<file path="config.mk">
export PLATFORM = sky130hd
export DESIGN_NAME = crc_stream_engine
export DESIGN_NICKNAME = d
export VERILOG_FILES = /design/src/rtl/crc_stream_engine.sv
export SDC_FILE = /design/constraint.sdc
export NUM_CORES = 1
export LEC_CHECK = 0
export ABC_AREA = 1
export ABC_CLOCK_PERIOD_IN_PS = 4550
export CORE_UTILIZATION = 40
export DETAILED_ROUTE_END_ITERATION = 12
export DONT_BUFFER_PORTS = 1
export GPL_ROUTABILITY_DRIVEN = 0
export HOLD_SLACK_MARGIN = 0.06
export SLEW_MARGIN = 5
export SYNTH_ARGS = -nofsm -noshare
export SYNTH_HDL_FRONTEND = slang
export SYNTH_SLANG_ARGS = --single-unit
</file>
<file path="constraint.sdc">
create_clock -name clk_in -period 4.55 [get_ports clk_in]
set_clock_uncertainty 0.15 [all_clocks]
set_input_delay 0.91 -clock clk_in [delete_from_list [all_inputs] [get_ports clk_in]]
set_output_delay 0.91 -clock clk_in [all_outputs]
set_load 0.05 [all_outputs]
</file>
<file path="src/rtl/crc_stream_engine.sv">
`default_nettype none
// ============================================================================
// Module   : crc_stream_engine
// Purpose  : Parametrised frame-oriented CRC engine with ready/valid handshakes,
//            result hold, compare-against-expected, abort and word counter.
// Revision : 1.0 - initial release
// ============================================================================
module crc_stream_engine #(
  parameter int               DATA_W  = 16,
  parameter int               CRC_W   = 16,
  parameter logic [CRC_W-1:0] POLY    = 'h1021,
  parameter logic [CRC_W-1:0] INIT    = 'h0000,
  parameter logic [CRC_W-1:0] XOR_OUT = 'h0000,
  parameter int               LEN_W   = 16
) (
  input  logic              clk_in,
  input  logic              rst_n,
  input  logic              in_valid,
  output logic              in_ready,
  input  logic [DATA_W-1:0] in_data,
  input  logic              in_last,
  input  logic [CRC_W-1:0]  in_chk,
  input  logic              abort,
  output logic              out_valid,
  input  logic              out_ready,
  output logic [CRC_W-1:0]  out_crc,
  output logic              out_match,
  output logic [LEN_W-1:0]  out_len
);

  localparam logic [1:0]       S_IDLE  = 2'd0;
  localparam logic [1:0]       S_BUSY  = 2'd1;
  localparam logic [1:0]       S_DONE  = 2'd2;
  localparam logic [LEN_W-1:0] LEN_MAX = '1;

  logic [1:0]       r_state;
  logic [1:0]       w_state_nxt;
  logic [CRC_W-1:0] r_crc;
  logic [LEN_W-1:0] r_len;
  logic [CRC_W-1:0] r_out_crc;
  logic             r_out_match;
  logic [LEN_W-1:0] r_out_len;

  logic             w_acc;
  logic             w_hs;
  logic             w_abort;
  logic [CRC_W-1:0] w_crc_nxt;
  logic [CRC_W-1:0] w_crc_fin;
  logic [LEN_W-1:0] w_len_inc;
  logic [CRC_W-1:0] w_chain [DATA_W+1];

  // MSB-first Galois LFSR, one stage per data bit, fully unrolled
  assign w_chain[0] = r_crc;
  generate
    for (genvar gi = 0; gi < DATA_W; gi++) begin : g_lfsr
      logic w_fb;
      assign w_fb          = w_chain[gi][CRC_W-1] ^ in_data[DATA_W-1-gi];
      assign w_chain[gi+1] = {w_chain[gi][CRC_W-2:0], 1'b0} ^ (w_fb ? POLY : '0);
    end
  endgenerate

  assign w_crc_nxt = w_chain[DATA_W];
  assign w_crc_fin = w_crc_nxt ^ XOR_OUT;
  assign w_len_inc = (r_len == LEN_MAX) ? r_len : r_len + LEN_W'(1);
  // abort only matters while a frame can still be collected
  assign w_abort   = abort && (r_state != S_DONE);
  assign w_acc     = in_valid && in_ready && !abort;
  assign w_hs      = out_valid && out_ready;

  always_ff @(posedge clk_in or negedge rst_n) begin
    if (!rst_n) begin
      r_state <= S_IDLE;
    end else begin
      r_state <= w_state_nxt;
    end
  end

  always_comb begin
    w_state_nxt = r_state;
    case (r_state)
      S_IDLE, S_BUSY: begin
        if (w_abort) begin
          w_state_nxt = S_IDLE;
        end else if (w_acc) begin
          w_state_nxt = in_last ? S_DONE : S_BUSY;
        end
      end
      S_DONE: begin
        if (out_ready) begin
          w_state_nxt = S_IDLE;
        end
      end
      default: w_state_nxt = S_IDLE;
    endcase
  end

  always_comb begin
    in_ready  = (r_state == S_IDLE) || (r_state == S_BUSY);
    out_valid = (r_state == S_DONE);
    out_match = r_out_match && (r_state == S_DONE);
    out_crc   = r_out_crc;
    out_len   = r_out_len;
  end

  always_ff @(posedge clk_in or negedge rst_n) begin
    if (!rst_n) begin
      r_crc       <= INIT;
      r_len       <= '0;
      r_out_crc   <= '0;
      r_out_match <= 1'b0;
      r_out_len   <= '0;
    end else if (w_abort) begin
      r_crc <= INIT;
      r_len <= '0;
    end else if (w_acc) begin
      r_crc <= w_crc_nxt;
      r_len <= w_len_inc;
      if (in_last) begin
        r_out_crc   <= w_crc_fin;
        r_out_len   <= w_len_inc;
        r_out_match <= (w_crc_fin == in_chk);
      end
    end else if (w_hs) begin
      r_crc <= INIT;
      r_len <= '0;
    end
  end

endmodule
`default_nettype wire

</file>
## Word level (Yosys, flattened, before mapping)

Index checks and enable logic that the tools add are counted.

- Register bits after elaboration: 67
- Input bits: 38
- Output and inout port bits: 35
- Word-level logic and storage cells: 86

- Bitwise logic cells: 33
- $add $sub $neg: 1
- Reduce and logical (&&, ||, !) cells: 12
- Equality and inequality tests: 7
- Multiplexer cells: 27

Operators with widths:

| operator | number |
|---|---|
| $xor A16 B13 Y16 | 16 |
| $mux W13 | 16 |
| $mux W16 | 6 |
| $add A16 B1 Y16 const B | 1 |
| $eq A16 B16 Y1 | 1 |
| $eq A16 B16 Y1 const B | 1 |
| $xor A1 B1 Y1 | 16 |
| $mux W2 | 4 |
| $logic_and A1 B1 Y1 | 5 |
| $pmux W2 S2 | 1 |
| $ne A3 B3 Y1 const B | 1 |
| $reduce_and A3 Y1 | 1 |
| $reduce_bool A3 Y1 | 1 |
| $eq A2 B1 Y1 const B | 1 |
| $eq A2 B2 Y1 const B | 1 |
| $logic_not A2 Y1 | 1 |
| $ne A2 B1 Y1 const B | 1 |
| $ne A2 B2 Y1 const B | 1 |
| $reduce_and A2 Y1 | 1 |
| $reduce_or A2 Y1 | 1 |
| $logic_not A1 Y1 | 1 |
| $logic_or A1 B1 Y1 | 1 |
| $not A1 Y1 | 1 |

## Longest topological paths before layout

- Depth after elaboration: 50
- Depth in mapped cells: 17
- Gate-level depth less buffers: 17

## Least setup slack after synthesis

OpenSTA, ideal clock, no wires.

- Kind: register -> output
- Start: reg r_state[1]
- End: out out_match
- Arrival time: 2.173 ns
- Setup slack: 1.317 ns
- Stages on the path, launching flop included: 5
- Buffers on the path: 0
- Cell sequence: dfrtp_1 > inv_1 > nor2_1 > inv_1 > nor2_1

- Longest elaborated chain between the ends: 2

Ends and longest elaborated chain:

| element | RTL line | text |
|---|---|---|
| start, declared | 36 | `logic [1:0] r_state;` |
| start signal, assigned | 74 | `r_state <= w_state_nxt;` |
| $eq A2 B2 Y1 | - |  |
| via out_valid | 24 | `output logic out_valid,` |
| $logic_and A1 B1 Y1 | 100 | `out_match = r_out_match && (r_state == S_DONE);` |
| end, declared | 27 | `output logic out_match,` |

The timed path passes the listed nets, and every way through them passes these cells.

## Worst setup path in the final report

- Start: in in_valid
- End: reg r_out_crc[6], in the netlist out_crc[6]

- Longest elaborated chain between the ends: 3

Ends and longest elaborated chain:

| element | RTL line | text |
|---|---|---|
| start, declared | 18 | `input logic in_valid,` |
| $logic_and A1 B1 Y1 (2 in series) | 67 | `assign w_acc = in_valid && in_ready && !abort;` |
| $reduce_and A3 Y1 (no line) | - |  |
| end signal, assigned | 119 | `r_out_crc <= w_crc_fin;` |
| end, declared | 40 | `logic [CRC_W-1:0] r_out_crc;` |

No other way between the ends.
A chain may end at the register's enable or synchronous reset.

==> metrics.cfg <==
[drt]
first_iter_violations=149
via_count=3454
antenna_left=0
drt-total-wl_mm=9.82
wl_per_cell_um=14.5
dr.pass1.iters=4
drc=0
via_per_inst=5.10

[sta]
post-route-period-util=0.633
slew_viol_final=0
whs_ns=0.0885
finalHoldViolations=0
rsz0062_at_grt=no
worst_slack_ns=1.67
max_freq_mhz=347
slew_headroom=0.378
setup_viol=0
fin_setup_tns_ns=0
fin_crit_ns=2.88
tightestPinTransition_ns=0.932

[logic_synthesis]
synth_area_um2=4010
synth-seq-cells=67
yosys_warnings=0
synthArstFlopShare=1.00
synth_nets=574
syn_area_per_cell_um2=7.50
synth_edf_count=0
synth_top_family_by_area=simple AND/OR/NAND/NOR gates
synth_cell_types=29
ys_seq_area_frac=0.418
synthFlopType=dfrtp_1
synthMuxAreaShare=0
synth_simple_gate_area_frac=0.331
synth_compound_area_frac=0.0970
synth_cells=535
synth_adder_area_share=0.00312
synth_xor_xnor_area_share=0.0696

[critical_path]
cp.required_ns=4.67
path_cells=inv_1 > nor3_2 > inv_2 > nor2_4 > inv_1 > buf_4 > o21ai_0
arrival_ns=3.00
worstSetupPathType=input pin to flop
cp_slowest_cell=inv_1
path_common_cell=inv_1
critical_path.max_fanout=36
crit_path_max_incr_delay_ns=0.44
cp-end-kind=flop
cp-start-kind=input pin

[placed_design]
place_ws_ns=1.26
io_buffers=0
placed_cell_area_um2=4170
place_inst=661
hpwlAfterDp_mm=7.42

[layout]
antenna_cells=0
nNetsFinal=578
final_core_util=0.448
syn2layout_area_growth_pct=8.58
fillers=1011
drive_gt1_frac=0.108
fin_cells=677
final_cell_area_um2=4360

[clock_tree]
cts_made_buffers=9
post_cts_resized=0
htree_levels=3
cts_tree=built
clock_sinks=67
ctsHoldBuffers=0
post-cts-setup-buffer-count=0
clockRootBuffer=clkbuf_8
cts_buffer_depth=2
clock_latency_ns=0.36
clk_pin_slew_ns=0.07

[floorplan]
pin_count=73
rows=36
dieArea_um2=10400
fp.dieH_um=102
chipWidth_um=102
core-area_um2=9730
initial_core_util=0.412

[global_route]
track_usage=0.204
antenna_found_initial=0
grt_pass1_wl_mm=15.8
grt_pass1_vias=3169
grt-ovfl-total=0
grt_max_degree=68

[pwr]
power_leakage_nw=2.18
finalPower_mw=2.92
vdd_drop_max_v=0.000228
powerDensity_nw_per_um2=670

[worst_hold_path]
hp-class=input pin to asynchronous set/reset pin

[status]
status=finished, final reports clean

[flow_run]
drv_cap=0

[state kept, by name, indices dropped and copies added, names as in the netlist]
signal	cells
out_crc	16
out_len	16
r_crc	16
r_len	16
r_state	2
r_out_match	1
[where the power goes]
part,switching [mW],internal (mW),total (mW)
registers,0.370,0.720,1.09
logic,0.901,0.440,1.34
clock network,0.234,0.251,0.485
[metal layers]
| metal | global-route usage | up-vias | wire (um) |
|---|---|---|---|
| met2 | 0.301 | 91 | 4170 |
| met4 | 0.118 | 0 | 366 |
| met5 | 0 | - | 0 |
| li1 | - | 1729 | - |
| met3 | 0.0465 | 22 | 653 |
| met1 | 0.275 | 1612 | 4630 |
[layout by cell type (no fill, tap or decap), types with 2 or more instances in the layout]
| master | Yosys | final |
|---|---|---|
| o21ai_0 | 35 | 35 |
| nand3_1 | 42 | 42 |
| nor3_1 | 2 | 2 |
| clkbuf_1 | 11 | 2 |
| xor2_1 | 18 | 18 |
| clkinv_2 | 0 | 3 |
| nand4_1 | 4 | 4 |
| clkbuf_8 | 0 | 9 |
| nand3_2 | 3 | 3 |
| nor4_1 | 2 | 2 |
| inv_2 | 5 | 5 |
| xnor2_1 | 12 | 12 |
| nand2_1 | 165 | 165 |
| nand2_2 | 14 | 14 |
| o22ai_1 | 27 | 27 |
| nand3b_1 | 10 | 10 |
| dfrtp_1 | 67 | 67 |
| inv_1 | 71 | 71 |
| nor2_1 | 21 | 21 |
| nor3_2 | 6 | 6 |
| a21oi_1 | 2 | 2 |
| buf_4 | 0 | 4 |
| nand2_4 | 8 | 8 |
[area by class of cell]
| cell class | count | area (um^2) | area share |
|---|---|---|---|
| clock inverter | 5 | 53.8 | 0.0124 |
| inverter | 76 | 285 | 0.0655 |
| clock buffer | 11 | 131 | 0.0302 |
| tap | 133 | 166 | 0.0382 |
| timing repair buffer | 4 | 30.0 | 0.00689 |
| sequential | 67 | 1680 | 0.385 |
| multi-input combinational | 381 | 2010 | 0.462 |
[worst paths after layout]
check | cells after the start | to | start | slack, ns
min | 0 | r_crc[13]$_DFFE_PN0P_ | rst_n | 0.09
min reg2reg | 1 | r_state[0]$_DFFE_PN0P_ | r_state[1]$_DFFE_PN0P_ | 0.37
min in group clk_in | 1 | r_state[0]$_DFFE_PN0P_ | r_state[1]$_DFFE_PN0P_ | 0.37
max in group asynchronous | 0 | out_crc[10]$_DFFE_PN0P_ | rst_n | 4.00
max reg2reg | 6 | out_crc[6]$_DFFE_PN0P_ | r_state[1]$_DFFE_PN0P_ | 1.77
max | 7 | out_crc[6]$_DFFE_PN0P_ | in_valid | 1.67
[critical path: cells and delay by family]
family	cells	cell delay, ns
buf+inv	4	1.24
simple gates	2	0.61
compound gates	1	0.22
[logic make-up (layout without fill, tap and decap cells)]
logic type | Yosys count | in the layout
buf+inv | 87 | 96
compound gates | 69 | 69
fa+ha+maj | 1 | 1
flops | 67 | 67
xor+xnor | 31 | 31
simple gates | 280 | 280
[cells in the mapped netlist, types with 4 or more instances]
master | number | area share
nor3_2 | 6 | 0.015
nand3b_1 | 10 | 0.019
nand2_4 | 8 | 0.022
xnor2_1 | 12 | 0.026
clkbuf_1 | 11 | 0.010
nand2_1 | 165 | 0.15
o22ai_1 | 27 | 0.042
nand3_1 | 42 | 0.052
xor2_1 | 18 | 0.039
nor2_1 | 21 | 0.020
nand4_1 | 4 | 0.0062
inv_2 | 5 | 0.0047
inv_1 | 71 | 0.066
nand2_2 | 14 | 0.022
o21ai_0 | 35 | 0.044
dfrtp_1 | 67 | 0.42
No activity file was read; power rests on OpenSTA's default activity.
